**src/rtl/clock_set_controller.sv**
```systemverilog
// ---------------------------------------------------------------------------
// clock_set_controller
//
// Purpose:
//   Time-of-day keeper with a three-state set FSM (RUN / SET_HOUR /
//   SET_MINUTE). In RUN, secondTick pulses advance the time. In the SET
//   modes, incButton edits the selected field, and blink flashes that field.
//
// Configuration macro:
//   TWELVE_HOUR_EN - when defined, hours run 1..12 and reset to 12.
//                    When it is not defined, hours run 0..23 and reset to 0.
//
// Parameters:
//   TICKS_PER_MINUTE - secondTick pulses per minute (legal range 2..63)
//
// Ports:
//   clock          in   system clock; all state changes on its rising edge
//   resetN         in   asynchronous active-low reset
//   secondTick     in   one-cycle pulse, one per second
//   modeButton     in   one-cycle pulse; advances the mode
//   incButton      in   one-cycle pulse; increments the field being set
//   minutes        out  current minute (0..59)
//   hours          out  current hour
//   mode           out  00 RUN, 01 SET_HOUR, 10 SET_MINUTE
//   minuteTick     out  one-cycle pulse after each minute rollover in RUN
//   halfHourToggle out  inverts each time minutes reaches 30 or 0 in RUN
//   blink          out  blink level for the field being set (0 in RUN)
// ---------------------------------------------------------------------------
module clock_set_controller #(
    parameter int TICKS_PER_MINUTE = 60
) (
    input  logic       clock,
    input  logic       resetN,
    input  logic       secondTick,
    input  logic       modeButton,
    input  logic       incButton,
    output logic [5:0] minutes,
    output logic [4:0] hours,
    output logic [1:0] mode,
    output logic       minuteTick,
    output logic       halfHourToggle,
    output logic       blink
);

    typedef enum logic [1:0] {
        ST_RUN        = 2'b00,
        ST_SET_HOUR   = 2'b01,
        ST_SET_MINUTE = 2'b10,
        ST_ILLEGAL    = 2'b11
    } state_t;

    localparam logic [5:0] LP_SEC_LAST = 6'(TICKS_PER_MINUTE - 1);
    localparam logic [5:0] LP_MIN_LAST = 6'd59;

`ifdef TWELVE_HOUR_EN
    localparam logic [4:0] LP_HOUR_RESET = 5'd12;
    localparam logic [4:0] LP_HOUR_FIRST = 5'd1;
    localparam logic [4:0] LP_HOUR_LAST  = 5'd12;
`else
    localparam logic [4:0] LP_HOUR_RESET = 5'd0;
    localparam logic [4:0] LP_HOUR_FIRST = 5'd0;
    localparam logic [4:0] LP_HOUR_LAST  = 5'd23;
`endif

    state_t     r_state, w_state_next;
    logic [5:0] r_sec_count, w_sec_count_next;
    logic [5:0] r_minutes, w_minutes_next;
    logic [4:0] r_hours, w_hours_next;
    logic       r_minute_tick, w_minute_tick_next;
    logic       r_half_hour, w_half_hour_next;
    logic       r_blink, w_blink_next;

    // Wrapped increments shared by the RUN and SET paths.
    logic       w_min_wrap;
    logic [5:0] w_min_inc;
    logic [4:0] w_hour_inc;

    assign w_min_wrap = (r_minutes == LP_MIN_LAST);
    assign w_min_inc  = w_min_wrap ? 6'd0 : r_minutes + 6'd1;
    assign w_hour_inc = (r_hours == LP_HOUR_LAST) ? LP_HOUR_FIRST : r_hours + 5'd1;

    always_ff @(posedge clock or negedge resetN) begin
        if (!resetN) begin
            r_state       <= ST_RUN;
            r_sec_count   <= 6'd0;
            r_minutes     <= 6'd0;
            r_hours       <= LP_HOUR_RESET;
            r_minute_tick <= 1'b0;
            r_half_hour   <= 1'b0;
            r_blink       <= 1'b0;
        end else begin
            r_state       <= w_state_next;
            r_sec_count   <= w_sec_count_next;
            r_minutes     <= w_minutes_next;
            r_hours       <= w_hours_next;
            r_minute_tick <= w_minute_tick_next;
            r_half_hour   <= w_half_hour_next;
            r_blink       <= w_blink_next;
        end
    end

    always_comb begin
        w_state_next       = r_state;
        w_sec_count_next   = r_sec_count;
        w_minutes_next     = r_minutes;
        w_hours_next       = r_hours;
        w_minute_tick_next = 1'b0;
        w_half_hour_next   = r_half_hour;
        w_blink_next       = r_blink;

        case (r_state)
            ST_RUN: begin
                w_blink_next = 1'b0;
                if (modeButton) begin
                    // A secondTick that coincides with leaving RUN is dropped.
                    w_state_next     = ST_SET_HOUR;
                    w_sec_count_next = 6'd0;
                    w_blink_next     = 1'b1;
                end else if (secondTick) begin
                    if (r_sec_count == LP_SEC_LAST) begin
                        w_sec_count_next   = 6'd0;
                        w_minute_tick_next = 1'b1;
                        w_minutes_next     = w_min_inc;
                        if (w_min_wrap) begin
                            w_hours_next = w_hour_inc;
                        end
                        if (w_min_inc == 6'd30 || w_min_inc == 6'd0) begin
                            w_half_hour_next = ~r_half_hour;
                        end
                    end else begin
                        w_sec_count_next = r_sec_count + 6'd1;
                    end
                end
            end

            ST_SET_HOUR: begin
                w_sec_count_next = 6'd0;
                if (modeButton) begin
                    // The mode change takes priority; a simultaneous inc is lost.
                    w_state_next = ST_SET_MINUTE;
                    w_blink_next = 1'b1;
                end else begin
                    if (incButton) begin
                        w_hours_next = w_hour_inc;
                    end
                    if (secondTick) begin
                        w_blink_next = ~r_blink;
                    end
                end
            end

            ST_SET_MINUTE: begin
                w_sec_count_next = 6'd0;
                if (modeButton) begin
                    // Returning to RUN restarts from a full minute.
                    w_state_next = ST_RUN;
                    w_blink_next = 1'b0;
                end else begin
                    if (incButton) begin
                        w_minutes_next = w_min_inc;
                    end
                    if (secondTick) begin
                        w_blink_next = ~r_blink;
                    end
                end
            end

            default: begin
                w_state_next     = ST_RUN;
                w_sec_count_next = 6'd0;
                w_blink_next     = 1'b0;
            end
        endcase
    end

    assign minutes        = r_minutes;
    assign hours          = r_hours;
    assign mode           = r_state;
    assign minuteTick     = r_minute_tick;
    assign halfHourToggle = r_half_hour;
    assign blink          = r_blink;

endmodule

```
**config.mk**
```make
export PLATFORM = sky130hd
export DESIGN_NAME = clock_set_controller
export DESIGN_NICKNAME = d
export VERILOG_FILES = /design/src/rtl/clock_set_controller.sv
export SDC_FILE = /design/constraint.sdc
export NUM_CORES = 1
export LEC_CHECK = 0
export BUFFER_PORTS_ARGS = -buffer_cell sky130_fd_sc_hd__buf_2
export CAP_MARGIN = 20
export CORE_MARGIN = 5
export CORE_UTILIZATION = 46
export CTS_CLUSTER_SIZE = 12
export DETAILED_ROUTE_END_ITERATION = 7
export PLACE_DENSITY = 0.67
export SLEW_MARGIN = 20
export SYNTH_ARGS = -nofsm -noshare
export SYNTH_HDL_FRONTEND = slang
export SYNTH_SLANG_ARGS = --single-unit
```
**constraint.sdc**
```tcl
create_clock -name clock -period 3 [get_ports clock]
set_clock_uncertainty 0.05 [all_clocks]
set_input_delay 0.45 -clock clock [delete_from_list [all_inputs] [get_ports clock]]
set_output_delay 0.45 -clock clock [all_outputs]
set_load 0.1 [all_outputs]
```
* Word level (Yosys, flattened, before mapping)
Index checks and enable logic that the tools add are counted.
** Storage, ports and cells
- Register bits after elaboration :: 22
- Logic and storage cells :: 72
- Input port bits :: 5
** Operators by class
- Multiplexer cells :: 32
- Reductions and logical operators :: 9
- $add $sub $neg :: 3
- Equal/unequal tests :: 18
- Bitwise logic cells :: 3
** Operators by type and width (number)
- $mux W6 :: 10
- $mux W5 :: 7
- $ne A2 B2 Y1 const B :: 11
- $add A6 B1 Y6 const B :: 2
- $eq A6 B6 Y1 const B :: 2
- $pmux W6 S2 :: 1
- $pmux W5 S2 :: 1
- $mux W1 :: 8
- $reduce_and A7 Y1 :: 1
- $eq A6 B5 Y1 const B :: 1
- $logic_not A6 Y1 :: 1
- $mux W2 :: 3
- $pmux W2 S3 :: 1
- $reduce_and A6 Y1 :: 1
- $add A5 B1 Y5 const B :: 1
- $eq A5 B5 Y1 const B :: 1
- $reduce_and A5 Y1 :: 1
- $reduce_bool A2 Y1 :: 2
- $ne A3 B3 Y1 const B :: 1
- $not A1 Y1 :: 3
- $pmux W1 S3 :: 1
- $reduce_and A3 Y1 :: 1
- $eq A2 B1 Y1 const B :: 1
- $eq A2 B2 Y1 const B :: 1
- other kinds (2) :: 2

* Depth between registers and ports, before layout
- Depth in word-level cells :: 7
- Mapped depth :: 6
- Gate-level depth less buffers :: 6

* Least setup slack after synthesis
OpenSTA, ideal clock, no wires.
- Path kind :: register to register
- From :: reg r_minutes[0] (netlist: minutes[0])
- To :: reg r_half_hour (netlist: halfHourToggle)
- Setup time :: 0.161 ns
- Data arrival time :: 2.638 ns
- Path buffers :: 0
- Setup slack :: 0.151 ns
- Period minus slack after synthesis :: 2.849 ns
- Cell stages (with the launch flop) :: 7
- Cells stage by stage :: dfrtp_1 > ha_1 > nor2b_4 > and3_4 > or4_4 > a2111oi_2 > xor2_1
** On the way
- Word-level cells in the longest chain between the ends :: 5
- Elaborated cells on any way between the ends :: 7
- Those cells by class :: add/sub (1); eq/ne (2); mux (1); reduce/logical (3)
** RTL lines
- start, declared :: RTL line 67 : logic [5:0] r_minutes, w_minutes_next;
- start signal, assigned :: RTL line 94 : r_minutes <= w_minutes_next;
- $add A6 B1 Y6 / $eq A6 B6 Y1 (equally long branches) :: RTL line 79, 78
- $mux W6 * :: RTL line 79 : assign w_min_inc = w_min_wrap ? 6'd0 : r_minutes + 6'd1;
- $eq A6 B5 Y1 / $logic_not A6 Y1 (equally long branches) :: RTL line 127 : if (w_min_inc == 6'd30 || w_min_inc == 6'd0) begin
- $logic_or A1 B1 Y1 * :: RTL line 127
- $reduce_and A5 Y1 (no line) *
- end signal, assigned :: RTL line 97 : r_half_hour <= w_half_hour_next;
- end, declared :: RTL line 70 : logic r_half_hour, w_half_hour_next;
Every way passes the cells marked *; elsewhere a longest branch is shown, timed or not.
A chain may end at the register's enable or synchronous reset.

* Worst setup path after layout
Ends and elaborated chain as after synthesis.

==> metrics.md <==
| Metric | Value |
|---|---|
| Number of synthesized flops with an enable pin | `0` |
| Die height | `62.4 µm` |
| Critical Path Slowest Stage Cell | `or4_4` |
| Layout fillers | `246` |
| Setup TNS | `0 ns` |
| Worst slack, placed | `0.629 ns` |
| Clk pin slew, worst setup/hold paths | `0.14 ns` |
| I/O pins | `21` |
| Syn Nets | `141` |
| P&R area growth vs syn | `12.5%` |
| Routability Congestion | `0.864` |
| Max VDD drop | `0.754 mV` |
| Antenna diode count | `0` |
| Number of DRC markers in iteration 0 | `28` |
| Yosys reg bits | `22` |
| Seq/Total Area, Yosys | `43.6%` |
| Final worst setup slack | `0.598 ns` |
| Synth top area share | `43.6%` |
| Tcrit/Tclk final | `80.1%` |
| 1st-pass router iterations | `4` |
| Power Density | `1040 mW/mm²` |
| Setup-failing EPs final | `0` |
| Worst-path fanout max | `9` |
| CTS sink cnt | `22` |
| CTS Hold Bufs | `0` |
| Clock Tree Buf Depth | `2` |
| Class of the worst hold path | `input port to async pin` |
| CTS buffer count | `3` |
| Post-synth cell types | `41` |
| Origin of the worst setup path | `minutes[0]$_DFFE_PN0P_` |
| Total Routing Usage GR | `13.7%` |
| Cell taking the most area after synthesis | `dfrtp_1` |
| Most frequent cell after synthesis | `dfrtp_1` |
| DRT antenna net count | `0` |
| Slew margin rel. | `52.6%` |
| Die Area | `0.00390 mm²` |
| Critical path class | `flop to flop` |
| Critical-path cell list | `ha_1, nor2b_4, and3_4, or4_4, a2111oi_2, xor2_1` |
| Largest net degree at the start of global routing | `23` |
| Outcome | `complete, no violations` |
| Cell Area, Synth | `0.00126 mm²` |
| Average wire per standard cell | `14.1 µm` |
| Avg Inst Size Synth | `9.65 µm²` |
| Worst r2r src | `minutes[0]$_DFFE_PN0P_` |
| Layout cells sized above 1 | `22.4%` |
| # H-tree levels | `1` |
| NumNets Final | `158` |
| Vias in the first global route | `960` |
| Cells after synthesis | `131` |
| Minimum clock period | `2.40 ns` |
| CP peak stage delay | `0.53 ns` |
| Crit end category | `flop` |
| # Post-CTS Setup Buffers | `0` |
| Die Wd | `62.4 µm` |
| Max_cap viols | `0` |
| Vias per cell | `5.62` |
| DP HPWL | `1.81 mm` |
| Most frequent cells after synthesis | `dfrtp_1 (22), nand2_1 (14), nor2_1 (12)` |
| GRT overflow | `0` |
| Critical path arrival | `2.59 ns` |
| Slew Limit Fails | `0` |
| FFs w/ async S/R, synth | `100%` |
| Synth area leaders | `dfrtp_1 (44%), ha_1 (5.0%), nand2_1 (4.2%)` |
| Leakage | `0.629 nW` |
| Maximum clock frequency | `416 MHz` |
| Core box area | `0.00269 mm²` |
| Ys Warns | `0` |
| Clock root buffer | `clkbuf_4` |
| Initial Util | `47.0%` |
| IO buf count | `20` |
| CTS tree | `built` |
| Unrepaired setup endpoints after global routing | `false` |
| Post-CTS sizing | `0` |
| DR vias | `1,000` |
| Cell Rows | `19` |
| Main flop type after synthesis | `dfrtp_1` |
| Final Hold Vio Count | `0` |
| Initial antenna violation count | `0` |
| Power Total | `1.48 mW` |
| Final Instance Area | `0.00142 mm²` |
| Worst-Skew Late Latency | `0.32 ns` |
| Startpoint types | `flop` |
| Drt total wl | `2.51 mm` |
| # DRC | `0` |
| Global-route wire length before repair | `4.42 mm` |
| Least-Margin Pin Slew | `0.702 ns` |
| Worst EP required | `3.19 ns` |
| Hold Slack | `0.0217 ns` |
| Post-DP Area | `0.00137 mm²` |
==> report_power, final <==
part | switching [mW] | internal (mW)
Clock | 0.0962 | 0.135
Combinational | 0.621 | 0.150
Sequential | 0.113 | 0.363
==> state kept, by name, summed over array words and instances, names as in the netlist <==
signal / flops
blink: 1
halfHourToggle: 1
hours: 5
minuteTick: 1
minutes: 6
mode: 2
r_sec_count: 6
==> logic make-up (layout without fill, tap and decap cells) <==
kind of cell / Yosys count / count (layout) / synth area share (%)
adders and majority gates: 5 / 5 / 4.95
and+or+nand+nor: 52 / 52 / 22.4
buffers and inverters: 10 / 26 / 3.27
muxes: 5 / 5 / 4.36
AOI/OAI and AO/OA: 29 / 29 / 15.9
DFF: 22 / 22 / 43.6
xor gates and xnor gates: 8 / 8 / 5.54
==> worst paths after layout <==
check                                              to  slack [ns]  cells past startpoint
setup / recovery           halfHourToggle$_DFFE_PN0P_        0.60                      6
hold / removal             r_sec_count[4]$_DFFE_PN0P_        0.02                      1
setup reg to reg           halfHourToggle$_DFFE_PN0P_        0.60                      6
hold reg to reg            halfHourToggle$_DFFE_PN0P_        0.45                      1
max in group asynchronous      minutes[3]$_DFFE_PN0P_        2.54                      1
min in group clock                mode[1]$_DFFE_PN0P_        0.37                      3
==> through the flow <==
stage,instances,util (%)
2_1_floorplan,131,-
3_3_place_gp,174,51.0
3_5_place_dp,174,51.0
4_1_cts,178,52.9
5_1_grt,178,52.9
6_report,178,52.9
==> layer usage <==
layer | GRT usage, % | wire (µm) | part of all wire, % | vias up
li1 | - | - | - | 500
met4 | 5.84 | 44 | 1.8 | 0
met3 | 3.06 | 87 | 3.5 | 6
met1 | 17.7 | 1190 | 47 | 471
met5 | 0 | 0 | 0 | -
met2 | 21.9 | 1190 | 47 | 23
==> final cells by class <==
type                    count  area (µm²)  share of cell area (%)
inverters                   2        7.51                   0.528
clock inverters             1        30.0                    2.11
repair buffers             20         100                    7.04
well taps                  31        38.8                    2.73
clock buffers               3        22.5                    1.58
flip-flops and latches     22         551                    38.7
multi-input cells          99         672                    47.3
==> worst max-delay path, delay by kind of cell, from the launching register on <==
kind / cells / cell delay (ns)
adders and majority gates: 1 / 0.33
and+or+nand+nor: 3 / 0.90
xor gates and xnor gates: 1 / 0.18
DFF: 1 / 0.49
AOI/OAI and AO/OA: 1 / 0.39
==> placed cells by master, fill, tap and decap left out, types with 2 or more instances in the layout <==
cell | netlist | layout
nor2_1 | 12 | 12
a21oi_1 | 5 | 5
buf_2 | 3 | 20
ha_1 | 5 | 5
xor2_1 | 5 | 5
xnor2_1 | 3 | 3
nand3_1 | 6 | 6
o2111ai_1 | 2 | 2
clkbuf_4 | 0 | 3
or3_1 | 3 | 3
a31oi_1 | 2 | 2
inv_1 | 2 | 2
o21ai_0 | 9 | 9
nand4_1 | 4 | 4
mux2_1 | 3 | 3
dfrtp_1 | 22 | 22
o211ai_1 | 2 | 2
nand2_1 | 14 | 14
nand2b_1 | 2 | 2
Power figures use the tool's default switching activity.
